===== src/rtl/watchdog_timer_driver.sv =====
// Activity detector: pulses delta for PULSE_WIDTH cycles
// whenever the sampled data word changes.
module watchdog_timer_driver #(
  parameter int DATA_WIDTH  = 32,
  parameter int PULSE_WIDTH = 1
) (
  input  logic                  clk,
  input  logic                  rstn,
  input  logic [DATA_WIDTH-1:0] data_in,
  output logic                  delta
);

  localparam logic [7:0] PW = 8'(PULSE_WIDTH);

  logic [DATA_WIDTH-1:0] prev_q;
  logic [DATA_WIDTH-1:0] prev_d;
  logic [7:0]            cnt_q;
  logic [7:0]            cnt_d;
  logic                  delta_q;
  logic                  delta_d;
  logic                  change;

  always_comb begin
    change  = (data_in != prev_q);
    prev_d  = data_in;
    cnt_d   = cnt_q;
    if (change) begin
      cnt_d = PW;
    end else if (cnt_q != 8'd0) begin
      cnt_d = cnt_q - 8'd1;
    end
    // registered so delta has no path from data_in
    delta_d = (cnt_d != 8'd0);
  end

  always_ff @(posedge clk or negedge rstn) begin
    if (!rstn) begin
      prev_q  <= '0;
      cnt_q   <= 8'd0;
      delta_q <= 1'b0;
    end else begin
      prev_q  <= prev_d;
      cnt_q   <= cnt_d;
      delta_q <= delta_d;
    end
  end

  assign delta = delta_q;

endmodule


===== config.mk =====
export PLATFORM = sky130hd
export DESIGN_NAME = watchdog_timer_driver
export DESIGN_NICKNAME = d
export VERILOG_FILES = /design/src/rtl/watchdog_timer_driver.sv
export SDC_FILE = /design/constraint.sdc
export NUM_CORES = 1
export LEC_CHECK = 0
export CORE_MARGIN = 3
export CORE_UTILIZATION = 50
export DETAILED_ROUTE_END_ITERATION = 8
export GPL_ROUTABILITY_DRIVEN = 0
export GPL_TIMING_DRIVEN = 0
export MAX_ROUTING_LAYER = met4
export PLACE_DENSITY = 0.86
export SKIP_LAST_GASP = 1
export SYNTH_ARGS = -nofsm -noshare
export SYNTH_HDL_FRONTEND = slang
export SYNTH_SLANG_ARGS = --single-unit
export TNS_END_PERCENT = 30

===== constraint.sdc =====
create_clock -name clk -period 2.8 [get_ports clk]
set_clock_uncertainty 0.15 [all_clocks]
set_input_delay 0.42 -clock clk [delete_from_list [all_inputs] [get_ports clk]]
set_output_delay 0.42 -clock clk [all_outputs]
set_load 0.03 [all_outputs]

After elaboration in Yosys (flattened, before gate mapping)
Index checks and enable logic that the tools add are counted.
W data, S select, Z words.

storage, ports and cells
  flip-flop bits (word level) = 41
  input port bits = 34
  output and inout bits = 1
  word-level logic and storage cells = 9

operators by class
  add/sub/neg operators = 1
  eq/ne operators = 1
  multiplexer cells = 2
  reduce and logical (&&, ||, !) cells = 2

operator list
  cell                   number
  $ne A32 B32 Y1         1
  $mux W8                2
  $reduce_bool A8 Y1     2
  $sub A8 B1 Y8 const B  1

Longest topological paths before layout
Gate-level depths: netlist of run 1.

  depth in word-level cells = 4
  mapped depth = 8
  depth with buffers taken out = 7

Least setup slack after synthesis of run 1
Ideal clock, no wire load.

  kind = register to register
  from = register cnt_q[0]
  to = register delta_q, in the netlist delta
  setup time = 129 ps
  arrival = 2124 ps
  required time = 2521 ps
  path slack = 397 ps
  cell stages (with the launch flop) = 9
  clock period less this slack = 2403 ps
  cells stage by stage = dfrtp_1 > inv_1 > ha_1 > nor2b_1 > and3_1 > buf_6 > or3_1 > o32a_1 > a2111o_1

between the ends
  cells in the longest elaborated chain, start to end = 4
  elaborated cells on any way between the ends = 5

ends and longest elaborated chain
  element                                              line    text
  from (decl)                                          17      logic [7:0] cnt_q;
  from (signal assigned)                               43      cnt_q <= cnt_d;
  $sub A8 B1 Y8 or $reduce_bool A8 Y1 (tied branches)  30, 29
  $mux W8 (*)                                          29      end else if (cnt_q != 8'd0) begin
  $mux W8 (*)                                          27      if (change) begin
  $reduce_bool A8 Y1 (*)                               33      delta_d = (cnt_d != 8'd0);
  named net delta_d                                    20      logic delta_d;
  to (signal assigned)                                 44      delta_q <= delta_d;
  to (decl)                                            19      logic delta_q;

Mark *: on every way through the listed nets, which the timed path passes. The rest lies on a longest branch.

Final worst setup path of run 1
Ends and elaborated chain as after synthesis.

==> run metrics, run 1 <==
crit path launch type=flop; most frequent cells in the layout=41 x dfrtp_1, 35 x xnor2_1, 33 x clkdlybuf4s50_1; critical path class=flop to flop; FF/Latch Area=0.00103 sq mm; Max Cap Violations=0; Resized cells post-CTS=0; dpl ws=around 150 ps; reg2reg path depth=8; commonest non-fill, non-tap cell in the layout=dfrtp_1; Tcrit/Tclk final=0.906; DP Wirelength=about 2500 um; synthesized area per cell=12.4 sq um; placeable core area=between 0.003 and 0.004 sq mm; Worst-path clk slew=roughly 120 ps; largest net degree at the start of global routing=42; GRT met1 Usage=0.198; fmax=between 300 and 400 MHz; Root Buffer=clkbuf_4; die width=between 60 and 70 um; Least-Margin Pin Slew=roughly 860 ps; Slew HR=0.429; Synth Instances=between 100 and 150; Total Wirelength=roughly 3100 um; worst path cell trace=inv_1, ha_1, nor2b_1, and3_1, buf_6, or3_1, o32a_1, a2111o_1; via/cell ratio=~5.3; vias in the first global route=1262; num ports=35; Critical Path End=delta; # diodes=0; CP Data Required Time=roughly 2900 ps; PwrDens=between 400 and 500 mW/mm^2; CP max stage delay=440 ps; Clock Latency Late Sink=around 350 ps; Total Routing Usage GR=0.185; syn nets=approximately 180; final hold viol count=0; largest family of logic cells by synthesized area=XOR/XNOR gates; Max VDD drop=about 350 uV; Starting DRT DRC Count=21; RR Endpoint=delta; hold_buf cts=0; CP endpoint kind=flop; Seq cells post-synth=41; clock sinks=around 40; area delta synth->final=26.7%; fillers=approximately 240; Post-CTS Setup Bufs=0; Post-Route Setup TNS=0 ps; share of cells above drive strength 1=0.0718; drt drc=0; CTS Buffer Depth=2; CTS Buf Count=5; grt ovf=0; Worst path top cell family by delay=compound AO/OA/AOI/OAI gates; Die H=64.7 um; Seq/Total Area, Yosys=0.596; die area=0.00418 sq mm; most used routing layer=met2; R2R setup slack=260 ps; starting density of the core=0.542; Buf/Inv on CP=2; Mapped Area=0.00172 sq mm; H-Tree Depth=2; Compound-Gate Fraction of Synth Area=0.0414; Synth Area in Simple Gates=0.136; LEAKAGE=0.863 nW; CP Max Fanout=6; TritonCTS clock tree=built; routing usage on met3=0.0537; synth unique cells=28; Placed Area=around 0.0021 sq mm; RSZ-0062 raised after global routing=false; Levels on crit path=8; fin area=approximately 0.0022 sq mm; Final min period=about 2500 ps; area of the multi-input gates=between 600 and 700 sq um; DR WL/cell=around 14 um; antenna violations before repair=0; DR pass1 iterations=4; Synth Area in Adders=0.0145; Finish-stage setup viols=0; # rows=20; worst r2r src=cnt_q[0]; crit path DAT=between 2000 and 3000 ps; status=finished, final reports clean; Post-Synth XOR/XNOR Area=0.183; vias=about 1200; CP max stage cell=dfrtp_1; nets@finish=216; setup ws final=approximately 260 ps; port buffer count=34; met2 GRT Util=0.307; Final Hold Slack=roughly 12 ps; Worst Setup SP=cnt_q[0]; first-pass GRT wire length=roughly 5600 um; Slew Limit Fails=0; Final ANT Viol Nets=0; mux share of post-synthesis cell area=0.0116; Ys Warns=0; HP Class=input port to async pin
## cells in the mapped netlist
master	count	area [sq um]
a2111o_1	1	11.3
a211oi_1	1	7.51
a21oi_1	2	10.0
a22oi_1	1	7.51
and3_1	1	6.26
buf_6	2	22.5
dfrtp_1	41	1030
ha_1	2	25.0
inv_1	2	7.51
mux2i_1	2	20.0
nand2_1	6	22.5
nand2b_1	1	6.26
nand3_1	4	20.0
nand3b_1	2	15.0
nand4_1	8	50.1
nor2_1	8	30.0
nor2_2	1	6.26
nor2b_1	2	12.5
nor3_1	6	30.0
nor3_2	1	10.0
nor4_1	3	18.8
o211ai_1	1	7.51
o21ai_0	2	10.0
o21bai_1	1	7.51
o32a_1	1	10.0
or3_1	1	6.26
xnor2_1	35	307
xor2_1	1	8.76
## area by class of cell
cell class / count / area share
plain buffers: 2 / 0.0103
clock buffers: 7 / 0.0298
clock inverters: 1 / 0.00229
inverters: 2 / 0.00344
multi-input cells: 94 / 0.305
flip-flops and latches: 41 / 0.470
well taps: 44 / 0.0252
repair buffers: 34 / 0.154
## flip-flops by register name (all words and copies together), names as in the netlist
signal	count
prev_q	32
delta	1
cnt_q	8
## through the flow
stage	power [mW]	instances	util
after global placement	0.748	217	0.666
after floorplan	0.679	139	-
after global routing	1.12	225	0.687
after CTS	1.08	225	0.687
final	1.06	225	0.687
after detailed placement	0.755	217	0.665
## kinds of logic after synthesis
| family | after synthesis |
|---|---|
| compound gates | 10 |
| xor+xnor | 36 |
| fa+ha+maj | 2 |
| buf+inv | 4 |
| flops | 41 |
| mux | 2 |
| simple gates | 44 |
## per-layer routing
metal | wire [um] | share of wire
met3 | 146 | 0.047
met1 | 1230 | 0.39
met2 | 1660 | 0.53
met4 | 98 | 0.031
met5 | 0 | 0
## worst min-delay path by stage
stage             start         end  slack, ps  cells past startpoint
6_report           rstn  prev_q[27]         10                      1
5_1_grt            rstn  prev_q[26]         80                      1
4_1_cts            rstn    cnt_q[5]         40                      1
3_5_place_dp       rstn  prev_q[26]        440                      1
3_3_place_gp   cnt_q[7]    cnt_q[7]        430                      2
2_1_floorplan      rstn    cnt_q[0]        -30                      0
## where the power goes
group	internal [mW]	switching, mW	total [mW]
clock	0.146	0.179	0.325
combinational	0.0716	0.0421	0.114
sequential	0.615	0.0114	0.627
(Power assumes the default switching activity.)
==> run 2, diff against run 1 <==
--- a/config.mk
+++ b/config.mk
@@ -6,12 +6,12 @@
 export NUM_CORES = 1
 export LEC_CHECK = 0
 export CORE_MARGIN = 3
-export CORE_UTILIZATION = 50
+export CORE_UTILIZATION = 44
 export DETAILED_ROUTE_END_ITERATION = 8
 export GPL_ROUTABILITY_DRIVEN = 0
 export GPL_TIMING_DRIVEN = 0
 export MAX_ROUTING_LAYER = met4
-export PLACE_DENSITY = 0.86
+export PLACE_DENSITY = 0.78
 export SKIP_LAST_GASP = 1
 export SYNTH_ARGS = -nofsm -noshare
 export SYNTH_HDL_FRONTEND = slang
==> run 2 against run 1 <==
- critical path depth is the same
- non-clock buffer count is the same
- die area grew 12%
- sequential share of layout area shrank 0.40 points
- via count shrank 4.1%
- sequential power is essentially flat
- critical endpoint unchanged
- highest routed layer unchanged
==> run metrics, run 2 (synthesized netlist as in run 1, its figures left out) <==
antenna violations before repair=0 (unchanged); dpl ws=175 ps (+25.1 ps); Largest Register=prev_q; Starting DRT DRC Count=23 (+9.5%); Max Cap Violations=0 (unchanged); RSZ-0062 raised after global routing=false; Slew HR=0.431 (+0.00118); num ports=35 (unchanged); Clock Latency Late Sink=290 ps (-60 ps); area delta synth->final=27.8%; die width=68.6 um (+6.0%); Worst-path clk slew=80 ps (-40 ps); TritonCTS clock tree=built; Final min period=2600 ps (+60.1 ps); CP max stage delay=440 ps (about the same); CP Data Required Time=2820 ps (-70 ps); Tcrit/Tclk final=0.927 (+0.0215); Largest register FFs=32 (unchanged); vias=1144 (-4.1%); Die H=68.6 um (+6.0%); Total Routing Usage GR=0.144 (-0.0407); worst path cell trace=inv_1, ha_1, nor2b_1, and3_1, buf_6, or3_1, o32a_1, a2111o_1; reg2reg path depth=8 (unchanged); placeable core area=0.00372 sq mm (+17%); final hold viol count=0 (unchanged); first-pass GRT wire length=4820 um (-15%); port buffer count=34 (unchanged); starting density of the core=0.463 (-0.0784); most frequent cells in the layout=41 x dfrtp_1, 35 x xnor2_1, 33 x clkdlybuf4s50_1; largest net degree at the start of global routing=42 (unchanged); Max VDD drop=375 uV (+7.0%); Post-CTS Setup Bufs=0 (unchanged); H-Tree Depth=2 (unchanged); Resized cells post-CTS=0 (unchanged); PwrDens=503 mW/mm^2 (+3.2%); worst r2r src=cnt_q[0]; R2R setup slack=200 ps (-60 ps); crit path DAT=2620 ps (about the same); # rows=22 (+10%); die area=0.00470 sq mm (+12%); Slew Limit Fails=0 (unchanged); via/cell ratio=5.00 (-5.8%); drt drc=0 (unchanged); Design Power=1.11 mW (+4.0%); Final Hold Slack=82.6 ps (+70.2 ps); DR pass1 iterations=4 (unchanged); critical path class=flop to flop; status=finished, final reports clean; nets@finish=216 (unchanged); crit path launch type=flop; share of cells above drive strength 1=0.0608 (-0.0110); DP Wirelength=2350 um (-5.1%); Total Wirelength=3010 um (-3.8%); vias in the first global route=1125 (-11%); Finish-stage setup viols=0 (unchanged); DR WL/cell=13.1 um (-5.5%); RR Endpoint=delta; CTS Buf Count=5 (unchanged); setup ws final=204 ps (-60.1 ps); hold_buf cts=0 (unchanged); CP endpoint kind=flop; fillers=319 (+35%); clock sinks=41 (unchanged); Final ANT Viol Nets=0 (unchanged); CP max stage cell=dfrtp_1; fmax=385 MHz (-2.3%); CTS Buffer Depth=2 (unchanged); Post-Route Setup TNS=0 ps (unchanged); HP Class=input port to async pin; grt ovf=0 (unchanged); commonest non-fill, non-tap cell in the layout=dfrtp_1; Root Buffer=clkbuf_8; CP Max Fanout=6 (unchanged); Least-Margin Pin Slew=854 ps (-1.77 ps); # diodes=0 (unchanged); LEAKAGE=0.860 nW (-0.33%)
## run 2: cell count changes in the layout (fill, tap and decap cells not counted)
| cell | change |
|---|---|
| clkbuf_8 | +3 |
| clkbuf_1 | +2 |
| clkinv_2 | -1 |
| clkbuf_4 | -5 |
| clkinvlp_4 | +1 |
## run 2: worst max-delay path by stage
stage                 from         end  slack [ps]  cells past startpoint
2_1_floorplan     cnt_q[0]       delta         400                      8
3_3_place_gp          rstn  prev_q[11]         240                      1
3_5_place_dp   data_in[14]       delta         170                      6
4_1_cts           cnt_q[0]       delta         220                      8
5_1_grt           cnt_q[0]       delta          90                      8
6_report          cnt_q[0]       delta         200                      8
## run 2: per-stage QoR
stage / area [sq um] / utilization / instances
2_1_floorplan: 1720 / - / 139
3_3_place_gp: 2120 / 0.571 / 221
3_5_place_dp: 2120 / 0.570 / 221
4_1_cts: 2200 / 0.592 / 229
5_1_grt: 2200 / 0.592 / 229
6_report: 2200 / 0.592 / 229
## run 2: where the power goes
part           internal [mW]  switching (mW)
Combinational         0.0716          0.0414
Clock                  0.176           0.192
Sequential             0.615          0.0113
## run 2: final cells by class
class,instances,area [sq um],area share
clock buffers,7,76.3,0.0347
inverters,2,7.51,0.00341
multi-input cells,94,666,0.302
plain buffers,2,22.5,0.0102
flip-flops and latches,41,1030,0.466
repair buffers,34,335,0.152
well taps,48,60.1,0.0273
clock inverters,1,7.51,0.00341
## run 2: per-layer routing
layer | share of wire | vias to the layer above | track usage
met5 | 0 | - | -
met4 | 0.013 | 0 | 0.0596
met3 | 0.054 | 5 | 0.0470
met2 | 0.52 | 30 | 0.235
met1 | 0.41 | 551 | 0.162
li1 | - | 558 | -
## run 2: critical path: cells and delay by family, from the launching register on
| family | cells | cell delay (ps) |
|---|---|---|
| adders and majority gates | 1 | 250 |
| DFF | 1 | 440 |
| buffers and inverters | 2 | 250 |
| AOI/OAI and AO/OA | 2 | 720 |
| and+or+nand+nor | 3 | 670 |
==> run 3, diff against run 2 <==
==> constraint.sdc (replaced) <==
create_clock -name clk -period 2.4 [get_ports clk]
set_clock_uncertainty 0.15 [all_clocks]
set_input_delay 0.36 -clock clk [delete_from_list [all_inputs] [get_ports clk]]
set_output_delay 0.36 -clock clk [all_outputs]
set_load 0.03 [all_outputs]
==> run 3 against run 2 <==
- first-iteration DRC count rose to 2.7 times the previous value
- final area up 1.5%
- sequential share of layout area down 0.57 points
- hold slack worse by 58 ps
- sequential power up 17%
- worst setup slack worse by 62 ps
- flip-flop and latch count unchanged
- power up 18%
- maximum frequency up 15%
- non-clock buffer count up 2
- die area unchanged
==> run metrics, run 3 (synthesized netlist as in run 1, its figures left out) <==
status=finished, final reports clean; via/cell ratio=5.16 (+3.2%); die area=0.00470 sq mm (unchanged); Starting DRT DRC Count=63 (+170%); H-Tree Depth=2 (unchanged); TritonCTS clock tree=built; drt drc=0 (unchanged); crit path DAT=2280 ps (-340 ps); CTS Buf Count=5 (unchanged); placeable core area=0.00372 sq mm (unchanged); fmax=443 MHz (+15%); clock sinks=41 (unchanged); Total Routing Usage GR=0.159 (+0.0147); PwrDens=584 mW/mm^2 (+16%); Clock Latency Late Sink=290 ps (about the same); # rows=22 (unchanged); vias in the first global route=1169 (+3.9%); CP Data Required Time=2420 ps (-400 ps); CP Max Fanout=5 (-1); vias=1186 (+3.7%); Max VDD drop=394 uV (+5.0%); HP Class=input port to async pin; Post-Route Setup TNS=0 ps (unchanged); area delta synth->final=29.7%; crit path launch type=flop; # diodes=0 (unchanged); Largest register FFs=32 (unchanged); Tcrit/Tclk final=0.941 (+0.0135); Root Buffer=clkbuf_8; grt ovf=0 (unchanged); reg2reg path depth=8 (unchanged); first-pass GRT wire length=5160 um (+7.2%); RSZ-0062 raised after global routing=false; antenna violations before repair=0 (unchanged); Max Cap Violations=0 (unchanged); nets@finish=218 (+0.93%); Total Wirelength=3160 um (+4.9%); starting density of the core=0.463 (unchanged); Largest Register=prev_q; DR pass1 iterations=4 (unchanged); final hold viol count=0 (unchanged); fin area=0.00223 sq mm (+1.5%); num ports=35 (unchanged); final core occ=0.601 (+0.00875); most frequent cells in the layout=39 x dfrtp_1, 35 x xnor2_1, 33 x clkdlybuf4s50_1; die width=68.6 um (unchanged); Final min period=2260 ps (-338 ps); critical path class=flop to flop; LEAKAGE=0.872 nW (+1.4%); CP endpoint kind=flop; CTS Buffer Depth=2 (unchanged); Final ANT Viol Nets=0 (unchanged); Final Hold Slack=24.2 ps (-58.5 ps); share of cells above drive strength 1=0.0989 (+0.0381); Worst-path clk slew=70 ps (about the same); Placed Area=0.00212 sq mm (unchanged); Die H=68.6 um (unchanged); Slew Limit Fails=0 (unchanged); Least-Margin Pin Slew=852 ps (-1.75 ps); DR WL/cell=13.7 um (+4.5%); largest net degree at the start of global routing=42 (unchanged); commonest non-fill, non-tap cell in the layout=dfrtp_1; Finish-stage setup viols=0 (unchanged); DP Wirelength=2350 um (about the same); port buffer count=34 (unchanged); Slew HR=0.432 (+0.00116)
## run 3: through the flow
| step | power [mW] | instances | setup slack [ps] |
|---|---|---|---|
| after floorplan | 0.792 | 139 | 20.9 |
| after global placement | 0.874 | 221 | -119 |
| after detailed placement | 0.879 | 221 | -141 |
| after CTS | 1.32 | 230 | 28.9 |
| after global routing | 1.37 | 230 | 68.0 |
| final | 1.30 | 230 | 142 |
## run 3: path summary, 6_finish.rpt
check	start	endpoint	slack [ps]
setup / recovery	cnt_q[1]	delta	140
hold / removal	rstn	delta	20
setup reg to reg	cnt_q[1]	delta	140
hold reg to reg	cnt_q[7]	cnt_q[7]	460
max in group asynchronous	rstn	cnt_q[0]	1490
min in group clk	data_in[3]	prev_q[3]	410
## run 3: per-layer routing
| layer | routed length [um] | GRT usage | part of all wire | up-vias |
|---|---|---|---|---|
| met5 | 0 | - | 0 | - |
| met4 | 48 | 0.0620 | 0.015 | 0 |
| met3 | 187 | 0.0535 | 0.059 | 7 |
| met2 | 1630 | 0.259 | 0.52 | 39 |
| met1 | 1290 | 0.180 | 0.41 | 580 |
| li1 | - | - | - | 560 |
## run 3: layout make-up
| cell class | instances | area, sq um |
|---|---|---|
| Tap cell | 48 | 60.1 |
| Fill cell | 314 | 1480 |
| Sequential cell | 41 | 1030 |
| Inverter | 2 | 7.51 |
| Clock buffer | 7 | 86.3 |
| Buffer | 2 | 22.5 |
| Multi-Input combinational cell | 94 | 678 |
| Timing Repair Buffer | 36 | 350 |
## run 3: power breakdown
| group | total, mW | switching (mW) | internal (mW) |
|---|---|---|---|
| Combinational | 0.132 | 0.0483 | 0.0835 |
| Clock | 0.440 | 0.212 | 0.228 |
| Sequential | 0.731 | 0.0129 | 0.718 |
| Total | 1.30 | 0.274 | 1.03 |
## run 3: worst max-delay path, cell delays in order, from the launching register on
cell	delay [ps]
dfrtp_2	390
inv_2	60
ha_4	160
nor2b_1	150
and3_1	190
buf_6	130
or3_1	310
o32a_1	330
a2111o_1	280
## run 3: timing repair
item / CTS / global route
buffers inserted: 2 / 0
gates cloned: 0 / 0
resized for setup: 3 / 2
pin swaps: 0 / 1
hold buffers: 0 / 0
setup endpoints to repair: 1 / 1
